### src/rtl/glitch_pkg.sv
// Shared state encoding and field widths for the glitch pulse generator.
package glitch_pkg;

    localparam int DELAY_W   = 16;
    localparam int WIDTH_W   = 8;
    localparam int COUNT_W   = 8;
    localparam int SPACING_W = 16;

    typedef enum logic [2:0] {
        IDLE  = 3'd0,
        DELAY = 3'd1,
        PULSE = 3'd2,
        SPACE = 3'd3,
        DONE  = 3'd4
    } state_t;

endpackage

### src/rtl/glitch_pulse_gen.sv
// Timed glitch pulse train: start strobe -> delay, then n pulses of width/spacing.
//
// state | meaning
// IDLE  | waiting for start_i, output inactive
// DELAY | counting down the start-to-first-pulse delay
// PULSE | glitch asserted for width cycles
// SPACE | inactive gap of spacing cycles between pulses
// DONE  | one-cycle completion strobe
module glitch_pulse_gen
    import glitch_pkg::*;
#(
    parameter bit ACTIVE_HIGH = 1'b1
) (
    input  logic                 clk,
    input  logic                 rst,
    input  logic                 start_i,
    input  logic                 abort_i,
    input  logic [DELAY_W-1:0]   delay_i,
    input  logic [WIDTH_W-1:0]   width_i,
    input  logic [COUNT_W-1:0]   num_pulses_i,
    input  logic [SPACING_W-1:0] pulse_spacing_i,
    output logic                 glitch_o,
    output logic                 busy_o,
    output logic                 done_o
);

    localparam logic INACTIVE = ~ACTIVE_HIGH;

    state_t               state_q, state_n;
    logic [DELAY_W-1:0]   cnt_q, cnt_n;
    logic [COUNT_W-1:0]   pcnt_q, pcnt_n;
    logic [WIDTH_W-1:0]   width_q, width_n;
    logic [SPACING_W-1:0] spacing_q, spacing_n;
    logic [DELAY_W-1:0]   width_reload;

    // Interval counter holds (cycles remaining - 1); terminal count is zero.
    assign width_reload = {{(DELAY_W-WIDTH_W){1'b0}}, width_q} - DELAY_W'(1);

    always_ff @(posedge clk) begin
        if (rst) begin
            state_q   <= IDLE;
            cnt_q     <= '0;
            pcnt_q    <= '0;
            width_q   <= '0;
            spacing_q <= '0;
            glitch_o  <= INACTIVE;
            busy_o    <= 1'b0;
            done_o    <= 1'b0;
        end else begin
            state_q   <= state_n;
            cnt_q     <= cnt_n;
            pcnt_q    <= pcnt_n;
            width_q   <= width_n;
            spacing_q <= spacing_n;
            glitch_o  <= (state_n == PULSE) ? ACTIVE_HIGH : INACTIVE;
            busy_o    <= (state_n != IDLE);
            done_o    <= (state_n == DONE);
        end
    end

    always_comb begin
        state_n   = state_q;
        cnt_n     = cnt_q;
        pcnt_n    = pcnt_q;
        width_n   = width_q;
        spacing_n = spacing_q;

        case (state_q)
            IDLE: begin
                if (start_i) begin
                    width_n   = width_i;
                    spacing_n = pulse_spacing_i;
                    pcnt_n    = num_pulses_i;
                    if (num_pulses_i == '0 || width_i == '0) begin
                        state_n = DONE;
                    end else if (delay_i == '0) begin
                        state_n = PULSE;
                        cnt_n   = {{(DELAY_W-WIDTH_W){1'b0}}, width_i} - DELAY_W'(1);
                    end else begin
                        state_n = DELAY;
                        cnt_n   = delay_i - DELAY_W'(1);
                    end
                end
            end
            DELAY: begin
                if (cnt_q == '0) begin
                    state_n = PULSE;
                    cnt_n   = width_reload;
                end else begin
                    cnt_n = cnt_q - DELAY_W'(1);
                end
            end
            PULSE: begin
                if (cnt_q == '0) begin
                    pcnt_n = pcnt_q - COUNT_W'(1);
                    if (pcnt_q == COUNT_W'(1)) begin
                        state_n = DONE;
                    end else if (spacing_q == '0) begin
                        state_n = PULSE;
                        cnt_n   = width_reload;
                    end else begin
                        state_n = SPACE;
                        cnt_n   = spacing_q - SPACING_W'(1);
                    end
                end else begin
                    cnt_n = cnt_q - DELAY_W'(1);
                end
            end
            SPACE: begin
                if (cnt_q == '0) begin
                    state_n = PULSE;
                    cnt_n   = width_reload;
                end else begin
                    cnt_n = cnt_q - DELAY_W'(1);
                end
            end
            DONE: begin
                state_n = IDLE;
            end
            default: begin
                state_n = IDLE;
            end
        endcase

        if (abort_i && state_q != IDLE) begin
            state_n = IDLE;
        end
    end

endmodule

### config.mk
export PLATFORM = sky130hd
export DESIGN_NAME = glitch_pulse_gen
export DESIGN_NICKNAME = d
export VERILOG_FILES = /design/src/rtl/glitch_pkg.sv /design/src/rtl/glitch_pulse_gen.sv
export SDC_FILE = /design/constraint.sdc
export NUM_CORES = 1
export LEC_CHECK = 0
export BUFFER_PORTS_ARGS = -buffer_cell sky130_fd_sc_hd__buf_2
export CORE_UTILIZATION = 37
export CTS_CLUSTER_SIZE = 28
export DETAILED_ROUTE_END_ITERATION = 8
export GPL_TIMING_DRIVEN = 1
export HOLD_SLACK_MARGIN = 0.08
export PLACE_DENSITY = 0.57
export RECOVER_POWER = 100
export SYNTH_ARGS = -nofsm -noshare
export SYNTH_HDL_FRONTEND = slang
export SYNTH_SLANG_ARGS = --single-unit
### constraint.sdc
create_clock -name clk -period 2.5 [get_ports clk]
set_input_delay 0.75 -clock clk [delete_from_list [all_inputs] [get_ports clk]]
set_output_delay 0.75 -clock clk [all_outputs]
set_load 0.01 [all_outputs]
==> results.rst, run 1 <==
.. list-table::
   :header-rows: 1

   * - Metric
     - Value
   * - Actual transition at the worst max-transition pin
     - 1.10 ns
   * - Cell-by-cell listing of the critical path
     - inv_1 -> ha_1 -> nor4b_4 -> and4_1 -> a21oi_1 -> o22ai_1 -> o21ai_0 -> a311oi_1
   * - Lkg Pwr
     - 1.84 nW
   * - CTS Buf Count
     - 5
   * - Maximum cell stage delay along the critical path
     - 0.39 ns
   * - Portion of the clock cycle consumed by the worst path in the final layout
     - a little over nine tenths
   * - Arrival time worst endpoint
     - ~2.6 ns
   * - Unrepaired setup endpoints after global routing
     - false
   * - Min cycle time layout
     - roughly 2.4 ns
   * - Syn_nets
     - between 600 and 700
   * - Cell type of the slowest stage on the worst timing path
     - sky130_fd_sc_hd__and4_1
   * - Area contributors post-synth
     - sky130_fd_sc_hd__dfxtp_1, sky130_fd_sc_hd__nand2_1, sky130_fd_sc_hd__a21oi_1
   * - Required time of the worst setup path
     - roughly 2.7 ns
   * - Die footprint
     - roughly 11000 um2
   * - Clock transition at the registers of the reported paths
     - roughly 0.10 ns
   * - Power per Cell Area
     - 537 nW/um2
   * - Clock skew after layout
     - 0.0128 ns
   * - Post-synth EDFFs
     - 0
   * - Proportion of netlist area held by the largest area contributor
     - between 20 and 30%
   * - Result of the run
     - finished, final reports clean
   * - Final count of negative-setup-slack endpoints
     - 0
   * - Number of design rule violations left after detail routing
     - 0
   * - Sequential fraction of the synthesis area
     - between 20% and 30%
   * - Tightest Hold Check Type
     - flop to flop
   * - Peak Freq
     - approximately 420 MHz
   * - Area of the mapped netlist
     - 4040 um2
   * - Final Power
     - approximately 2.6 mW
   * - Final-report hold violation count
     - 0
   * - Total gr overflow
     - 0
   * - All-layer global routing usage
     - between 20% and 30%
   * - Cell count after synthesis
     - ~560
   * - Drt total wl
     - between 10000 and 15000 um
   * - Net count reported at finish
     - just under 700
   * - Post-synth ARST share
     - 0%
   * - Number of H-tree branching levels
     - 2
   * - FF-to-FF path depth
     - 8
   * - Total number of placement rows
     - 37
   * - Biggest area consumer among synthesized cells
     - sky130_fd_sc_hd__dfxtp_1
   * - Class of the most critical setup path
     - flop to flop
   * - 1st-iter DRT viols
     - 221
   * - Primary flip-flop cell chosen by synthesis mapping
     - sky130_fd_sc_hd__dfxtp_1
   * - Final number of max-transition violations
     - 0
   * - Number of placed instances, taps included
     - about 760
   * - Root cell of the clock tree
     - sky130_fd_sc_hd__clkbuf_8
   * - Count of synthesis-stage warnings from yosys
     - 0
   * - Max Root-Sink Buffers
     - 2
   * - Vias after detailed routing
     - 4415
   * - Hold path depth
     - 2
   * - Slew HR
     - between 20% and 30%
   * - CTS Sinks
     - between 50 and 60
   * - I/O pin cnt
     - 55
   * - Wire length of the first global-routing pass
     - between 20000 and 25000 um
   * - Final ANT Viol Nets
     - 0
   * - Post-layout util
     - a little under half
   * - Length of the first detailed-routing pass in iterations
     - 5
   * - Final cell count without fillers
     - a little under 800
   * - Last weighted congestion value of the routability-driven placer
     - about 0.85
   * - Avg WL per Cell
     - approximately 16 um
   * - Core Area
     - about 10000 um2
   * - Peak fanout along the critical path
     - 6
   * - Die height
     - about 110 um
   * - Clock Latency Late Sink
     - roughly 0.32 ns
   * - Area Overhead vs Synth
     - 18.9%
   * - Category of the worst setup path launch point
     - flop
   * - Pin count of the biggest net entering global routing
     - 29
   * - Worst vdd rail ir drop
     - roughly 0.24 mV
   * - Antenna violations before repair
     - 0
   * - Vias in the first global route
     - 4170
   * - Fraction of layout cells with a size suffix above 1
     - roughly 18%
   * - Post-synthesis register bit count
     - 54
   * - Estimated wirelength of the detail-placed design
     - around 10000 um
   * - Vias/cell
     - between 5 and 6
   * - Starting density of the core
     - 38.6%
   * - Total negative slack for setup checks
     - 0 ns
   * - Reported max-cap violation count
     - 0
   * - Die span in x
     - around 110 um
   * - CP Capture Type
     - flop
   * - I/O Buffers
     - 54
   * - Number of different library cells in the post-synthesis netlist
     - 62
   * - Synthesized area divided by synthesized cell count
     - approximately 7 um2
   * - CTS tree
     - yes
   * - Number of fill cells
     - approximately 1100
   * - Diodes inserted
     - 0
cells in the mapped netlist, drive strengths merged, types with 6 or more instances:
master,instances
nor2b,6
nand3,14
xnor2,24
or3,7
inv,15
nand2,102
a31oi,10
nor2,57
ha,10
buf,6
o22ai,8
clkbuf,25
xor2,11
a311oi,16
a21oi,44
a211oi,7
nand2b,7
o211ai,6
nor3,27
dfxtp,54
nor4,17
o21ai,25
routing by layer:
layer	GRT usage, %	wire (um)
met1	30.0	5660
met2	37.6	5880
met3	3.31	665
met4	7.05	301
met5	0	0
cells in the final DEF, fill, tap and decap left out, types with 15 or more instances in the layout:
cell	n
sky130_fd_sc_hd__dfxtp_1	54
sky130_fd_sc_hd__inv_1	15
sky130_fd_sc_hd__buf_2	49
sky130_fd_sc_hd__o21ai_0	21
sky130_fd_sc_hd__a21oi_1	43
sky130_fd_sc_hd__buf_4	37
sky130_fd_sc_hd__a311oi_1	16
sky130_fd_sc_hd__nor3_1	27
sky130_fd_sc_hd__nor2_1	56
sky130_fd_sc_hd__xnor2_1	24
sky130_fd_sc_hd__nand2_1	101
registers in the layout, summed over array words and instances (netlist names):
| name | count |
|---|---|
| width_q | 8 |
| glitch_o | 1 |
| busy_o | 1 |
| spacing_q | 16 |
| pcnt_q | 8 |
| state_q | 3 |
| cnt_q | 16 |
| done_o | 1 |
layout make-up:
| cell class | count | area [um2] | area share (%) |
|---|---|---|---|
| sequential | 54 | 1080 | 22.5 |
| inverter | 15 | 56.3 | 1.17 |
| clock buffer | 5 | 68.8 | 1.43 |
| tap | 136 | 170 | 3.54 |
| timing repair buffer | 97 | 614 | 12.8 |
| multi-input combinational | 461 | 2770 | 57.7 |
| clock inverter | 3 | 40.0 | 0.834 |
timing repair:
action	in CTS	in global routing
hold endpoints to repair	0	0
resized for setup	0	4
endpoints found under the setup margin	0	17
hold buffers	0	0
setup buffers	0	2
critical path: cells and delay by family, from the launching register on:
kind                       cells  cell delay, ns
AOI/OAI and AO/OA              4            0.89
adders and majority gates      1            0.23
buffers and inverters          1            0.10
DFF                            1            0.32
and+or+nand+nor                2            0.74
metrics by stage:
stage                     area [um2]  hold slack (ns)  setup WS [ns]
after floorplan                 4040            0.449          0.122
after global placement          4680            0.482        0.00951
after detailed placement        4680            0.496        -0.0500
after CTS                       4790            0.511         0.0290
after global routing            4800            0.539        0.00665
final                           4800            0.508          0.127
path summary, 6_finish.rpt:
path / slack [ns] / startpoint / end
hold / removal: 0.51 / width_q[5] / width_q[5]
hold reg to reg: 0.51 / width_q[5] / width_q[5]
setup / recovery: 0.13 / spacing_q[0] / cnt_q[6]
setup reg to reg: 0.13 / spacing_q[0] / cnt_q[6]
power by group:
part	total, mW	internal, mW	leakage [nW]	switching [mW]
registers	1.04	0.934	0.445	0.109
clock network	0.604	0.296	0.0579	0.308
logic	0.933	0.411	1.34	0.522
cells by family (layout without fill, tap and decap cells):
family	count (synthesis)	count (layout)	synth area share, %
adders and majority gates	10	10	3.10
and+or+nand+nor	265	265	32.5
xor gates and xnor gates	35	35	7.59
muxes	1	1	0.279
DFF	54	54	26.8
buffers and inverters	46	120	4.93
AOI/OAI and AO/OA	150	150	24.9
No activity file was read; power rests on OpenSTA's default activity.
==> run 2, diff against run 1 <==
CORE_ASPECT_RATIO = 1.4   (was unset)
==> run 2 against run 1 <==
Worst hold slack got worse by 0.0092 ns. Combinational power shrank 0.8%. Power increased by 2.6%. Non-clock buffer count grew 2. Die area hardly changed. Clock skew is 0.0047 ns lower. Global-route usage increased by 0.080 points. Maximum frequency down 2.5%. Critical path type unchanged. Largest cell class unchanged. Largest power group unchanged.
==> results.rst, run 2 (same netlist as run 1, synthesis figures left out) <==
.. list-table::
   :header-rows: 1

   * - Metric
     - Value
   * - Length of the first detailed-routing pass in iterations
     - 5
   * - Total negative slack for setup checks
     - 0 ns
   * - Critical R2R Capture
     - cnt_q[12]
   * - Total number of placement rows
     - between 40 and 50
   * - FF-to-FF path depth
     - 7
   * - CTS Sinks
     - between 50 and 60
   * - Core Area
     - 10500 um2
   * - Reported max-cap violation count
     - 0
   * - Diodes inserted
     - 0
   * - Result of the run
     - finished, final reports clean
   * - Last weighted congestion value of the routability-driven placer
     - ~0.94
   * - Number of design rule violations left after detail routing
     - 0
   * - Class of the most critical setup path
     - flop to flop
   * - Vias in the first global route
     - between 4000 and 5000
   * - Final number of max-transition violations
     - 0
   * - All-layer global routing usage
     - approximately 23%
   * - Peak fanout along the critical path
     - 12
   * - Max Root-Sink Buffers
     - 2
   * - Clock transition at the registers of the reported paths
     - ~0.070 ns
   * - CTS Buf Count
     - 5
   * - Largest registers
     - cnt_q: 16 flops, spacing_q: 16 flops
   * - Final-report hold violation count
     - 0
   * - Die span in x
     - 90.3 um
   * - Starting density of the core
     - roughly 38%
   * - Number of fill cells
     - ~1100
   * - Final count of negative-setup-slack endpoints
     - 0
   * - Portion of the clock cycle consumed by the worst path in the final layout
     - between 90% and 100%
   * - Number of H-tree branching levels
     - 2
   * - CTS tree
     - yes
   * - Maximum cell stage delay along the critical path
     - 0.46 ns
   * - Design area
     - 4810 um2
   * - Peak Freq
     - 411 MHz
   * - Lkg Pwr
     - 1.84 nW
   * - Root cell of the clock tree
     - sky130_fd_sc_hd__clkbuf_16
   * - Hold buffers post-CTS
     - 0
   * - Setup Buffers After CTS
     - 0
   * - 1st-iter DRT viols
     - approximately 280
   * - Most common library cell in the layout ignoring fill and taps
     - sky130_fd_sc_hd__nand2_1
   * - Area Overhead vs Synth
     - 19.0%
   * - Hold Crit Start
     - width_q[5]
   * - Fraction of layout cells with a size suffix above 1
     - 18.9%
   * - Tightest Hold Check Type
     - flop to flop
   * - Slew HR
     - between 30% and 40%
   * - Required time of the worst setup path
     - approximately 2.7 ns
   * - Vias/cell
     - roughly 5.7
   * - Pin count of the biggest net entering global routing
     - 27
   * - Arrival time worst endpoint
     - between 2 and 3 ns
   * - Die footprint
     - about 11000 um2
   * - Clock Latency Late Sink
     - roughly 0.3 ns
   * - Minimum setup slack among reg-to-reg paths
     - 0.07 ns
   * - Sequential cell area
     - ~1100 um2
   * - Wire length of the first global-routing pass
     - ~21000 um
   * - Worst vdd rail ir drop
     - 0.416 mV
   * - Hold path depth
     - 2
   * - Footprint of the multi-input gates
     - 2770 um2
   * - Worst path bufs/invs
     - 1
   * - Placed inst area
     - around 4700 um2
   * - Category of the worst setup path launch point
     - flop
   * - Estimated wirelength of the detail-placed design
     - 9820 um
   * - Total gr overflow
     - 0
   * - Cell-by-cell listing of the critical path
     - nor4_2 -> nand4b_1 -> nor2_1 -> clkbuf_2 -> nand2_1 -> a221o_1 -> a311oi_1
   * - Launch instance of the worst register-to-register path
     - cnt_q[3]
   * - Final ANT Viol Nets
     - 0
   * - Leading cell types in the layout, fill and taps excluded
     - sky130_fd_sc_hd__nand2_1, sky130_fd_sc_hd__nor2_1, sky130_fd_sc_hd__dfxtp_1, sky130_fd_sc_hd__buf_2, sky130_fd_sc_hd__a21oi_1
   * - Die height
     - between 100 and 150 um
   * - I/O Buffers
     - 54
   * - Vias after detailed routing
     - 4399
   * - Net count reported at finish
     - around 700
   * - Actual transition at the worst max-transition pin
     - just over 1 ns
   * - Largest delay share family, worst path
     - simple AND/OR/NAND/NOR gates
   * - Drt total wl
     - 12600 um
   * - Cell type of the slowest stage on the worst timing path
     - sky130_fd_sc_hd__nor4_2
   * - CP Capture Type
     - flop
   * - Antenna violations before repair
     - 0
   * - I/O pin cnt
     - 55
   * - Clock skew after layout
     - just over 0.008 ns
   * - Min cycle time layout
     - about 2.4 ns
   * - Unrepaired setup endpoints after global routing
     - false
   * - Avg WL per Cell
     - about 16 um
   * - Power per Cell Area
     - ~550 nW/um2
   * - Worst Hold Endpoint
     - width_q[5]
-- run 2: cell types whose count changed in the layout (fill, tap and decap cells not counted), sizes merged --
cell | before | now
bufinv | 1 | 0
clkbuf | 13 | 15
-- run 2: routing by layer --
metal,global-route usage (%),up-vias,routed length (um)
li1,-,2187,-
met1,26.8,2058,5250
met2,41.5,132,6390
met3,2.72,22,597
met4,8.54,0,342
met5,0,-,0
-- run 2: report_power, final --
part / internal (mW) / total [mW] / switching (mW)
Combinational: 0.401 / 0.926 / 0.525
Sequential: 0.934 / 1.04 / 0.105
Clock: 0.363 / 0.682 / 0.319
-- run 2: layout make-up --
cell class	count	area share [%]
multi-input cells	461	57.5
flip-flops and latches	54	22.5
repair buffers	99	12.4
well taps	138	3.59
clock buffers	5	2.60
inverters	15	1.17
clock inverters	2	0.208
-- run 2: how the worst max path moves through the flow --
stage                       startpoint        end  slack [ns]  depth (start not counted)
final                         cnt_q[3]  cnt_q[12]        0.07                          7
after global routing      spacing_q[0]   cnt_q[5]       0.004                          9
after CTS                   width_q[4]   cnt_q[9]        0.16                          7
after detailed placement    width_i[2]   cnt_q[9]       -0.02                          8
after global placement      delay_i[7]  cnt_q[12]        0.01                          7
after floorplan             delay_i[0]  cnt_q[12]        0.12                          8
-- run 2: timing repair --
item | 4_1_cts | 5_1_grt
setup endpoints to repair | 0 | 1
endpoints found under the hold margin | 0 | 0
gates resized for setup | 0 | 1
-- run 2: stage by stage --
stage | total power [mW] | util [%] | hold slack [ns] | setup WS [ns] | cells
final | 2.65 | 45.7 | 0.499 | 0.0652 | 774
after global routing | 2.80 | 45.7 | 0.538 | 0.00361 | 774
after CTS | 2.66 | 46.0 | 0.503 | 0.161 | 774
after detailed placement | 1.98 | 44.7 | 0.493 | -0.0159 | 767
after global placement | 1.96 | 44.7 | 0.486 | 0.0132 | 767
after floorplan | 1.67 | - | 0.449 | 0.122 | 561
-- run 2: worst min-delay path, cell delays in order, from the launching register on --
cell and delay (ns):
sky130_fd_sc_hd__dfxtp_1 0.34, sky130_fd_sc_hd__nand2_1 0.06, sky130_fd_sc_hd__a21oi_1 0.05
==> run 3, diff against run 2 <==
SETUP_SLACK_MARGIN = 0.3   (was unset)
==> run 3 against run 2 <==
Via count decreased by 0.52%. Sequential share of layout area decreased by 1.0 points. Maximum frequency increased by 7.3%. Critical path type unchanged.
==> results.rst, run 3 (same netlist as run 1, synthesis figures left out) <==
.. list-table::
   :header-rows: 1

   * - Metric
     - Value
   * - Number of design rule violations left after detail routing
     - 0
   * - Total gr overflow
     - 0
   * - CTS tree
     - yes
   * - Final ANT Viol Nets
     - 0
   * - Vias/cell
     - between 5 and 6
   * - Launch instance of the worst register-to-register path
     - width_q[3]
   * - Diodes inserted
     - 0
   * - I/O Buffers
     - between 50 and 60
   * - Hold buffers post-CTS
     - 0
   * - All-layer global routing usage
     - ~22%
   * - Die footprint
     - between 10000 and 15000 um2
   * - Min Hold Slack
     - around 0.49 ns
   * - Core Area
     - 10500 um2
   * - Peak Freq
     - approximately 440 MHz
   * - Length of the first detailed-routing pass in iterations
     - 5
   * - Slew HR
     - 28.0%
   * - Vias in the first global route
     - between 4000 and 5000
   * - Result of the run
     - finished, final reports clean
   * - Unrepaired setup endpoints after global routing
     - true
   * - Last weighted congestion value of the routability-driven placer
     - just over 0.9
   * - Hold path depth
     - 2
   * - Antenna violations before repair
     - 0
   * - Number of H-tree branching levels
     - 2
   * - Avg WL per Cell
     - roughly 16 um
   * - Root cell of the clock tree
     - sky130_fd_sc_hd__clkbuf_16
   * - Arrival time worst endpoint
     - between 2 and 2.5 ns
   * - FF-to-FF path depth
     - 7
   * - Class of the most critical setup path
     - flop to flop
   * - Final-report hold violation count
     - 0
   * - Final count of negative-setup-slack endpoints
     - 0
   * - Largest registers
     - cnt_q: 16 flops, spacing_q: 16 flops
   * - Tightest Hold Check Type
     - flop to flop
   * - Area Overhead vs Synth
     - 25.7%
   * - Category of the worst setup path launch point
     - flop
   * - Peak fanout along the critical path
     - 3
   * - Max Root-Sink Buffers
     - 2
   * - Worst Hold Endpoint
     - width_q[4]
   * - Clock Latency Late Sink
     - ~0.30 ns
   * - Required time of the worst setup path
     - around 2.7 ns
   * - 1st-iter DRT viols
     - 260
   * - Drt total wl
     - 12600 um
   * - Leading cell types in the layout, fill and taps excluded
     - sky130_fd_sc_hd__nand2_1, sky130_fd_sc_hd__nor2_1, sky130_fd_sc_hd__buf_2, sky130_fd_sc_hd__dfxtp_1, sky130_fd_sc_hd__buf_4
   * - Final number of max-transition violations
     - 0
   * - Die span in x
     - 90.3 um
   * - Starting density of the core
     - 38.4%
   * - CP Capture Type
     - flop
   * - Actual transition at the worst max-transition pin
     - roughly 1.1 ns
   * - CTS Buf Count
     - 5
   * - Vias after detailed routing
     - roughly 4400
   * - Final cell count without fillers
     - just under 800
   * - Critical R2R Capture
     - cnt_q[11]
   * - Worst vdd rail ir drop
     - between 0.2 and 0.3 mV
   * - Portion of the clock cycle consumed by the worst path in the final layout
     - about nine tenths
   * - Most common library cell in the layout ignoring fill and taps
     - sky130_fd_sc_hd__nand2_1
   * - Wire length of the first global-routing pass
     - 20600 um
   * - Lkg Pwr
     - 1.91 nW
   * - I/O pin cnt
     - between 50 and 60
   * - Min cycle time layout
     - ~2.3 ns
   * - Hold Crit Start
     - width_q[4]
   * - Estimated wirelength of the detail-placed design
     - 9710 um
   * - Minimum setup slack among reg-to-reg paths
     - roughly 0.23 ns
   * - Power per Cell Area
     - ~550 nW/um2
   * - Pin count of the biggest net entering global routing
     - 28
   * - Number of placed instances, taps included
     - 761
   * - Clock transition at the registers of the reported paths
     - 0.08 ns
   * - CTS Sinks
     - 54
   * - Fraction of layout cells with a size suffix above 1
     - 25.1%
   * - Total number of placement rows
     - 44
   * - Total negative slack for setup checks
     - 0 ns
   * - Die height
     - ~130 um
   * - Clock skew after layout
     - roughly 0.0095 ns
   * - Reported max-cap violation count
     - 0
   * - Net count reported at finish
     - roughly 700
[run 3: worst max-delay path, stage by stage (launching register included)]
cell and delay [ns]:
sky130_fd_sc_hd__dfxtp_2 0.32, sky130_fd_sc_hd__or4_4 0.55, sky130_fd_sc_hd__or4_4 0.48, sky130_fd_sc_hd__a21oi_4 0.19, sky130_fd_sc_hd__a2111oi_4 0.05, sky130_fd_sc_hd__buf_4 0.16
sky130_fd_sc_hd__a211o_1 0.23, sky130_fd_sc_hd__a311oi_1 0.20
[run 3: through the flow]
step | utilization (%) | power [mW] | instance area, um2 | worst slack, ns
2_1_floorplan | - | 1.67 | 4060 | 0.300
3_3_place_gp | 44.4 | 1.95 | 4670 | 0.0783
3_5_place_dp | 44.4 | 1.96 | 4670 | 0.00905
4_1_cts | 47.2 | 2.77 | 4960 | 0.201
5_1_grt | 48.3 | 2.96 | 5080 | 0.0869
6_report | 48.3 | 2.80 | 5080 | 0.231
[run 3: routing by layer]
layer / wire length (um) / GRT usage [%] / vias to the layer above / share of wire, %
li1: - / - / 2196 / -
met1: 5270 / 25.7 / 2054 / 42
met2: 6640 / 42.4 / 103 / 53
met3: 445 / 2.84 / 23 / 3.5
met4: 255 / 7.31 / 0 / 2.0
met5: 0 / 0 / - / 0
[run 3: area by class of cell]
cell class              instances  area, um2
flip-flops and latches         54       1090
clock inverters                 2       16.3
clock buffers                   6        139
repair buffers                103        649
inverters                      15       56.3
well taps                     138        173
fillers                      1077       5440
multi-input cells             461       2950
[run 3: worst max-delay path by stage]
stage                    start            to  slack (ns)  depth (start not counted)
floorplan           delay_i[0]     cnt_q[12]        0.30                          8
finish              width_q[3]     cnt_q[11]        0.23                          7
global route           start_i  spacing_q[9]        0.09                          6
detailed placement  width_i[2]      cnt_q[9]       0.009                          8
global placement    delay_i[0]      glitch_o        0.08                         10
CTS                 width_q[3]     cnt_q[11]        0.20                          7
[run 3: report_power, final]
part	leakage [nW]	internal, mW	switching (mW)
Combinational	1.39	0.453	0.562
Sequential	0.447	0.936	0.109
Clock	0.0735	0.403	0.340
Total	1.91	1.79	1.01
[run 3: what timing repair did]
| item | CTS | global route |
|---|---|---|
| setup buffers | 8 | 2 |
| pin swaps | 15 | 11 |
| resized for setup | 20 | 29 |
| endpoints found under the setup margin | 20 | 26 |
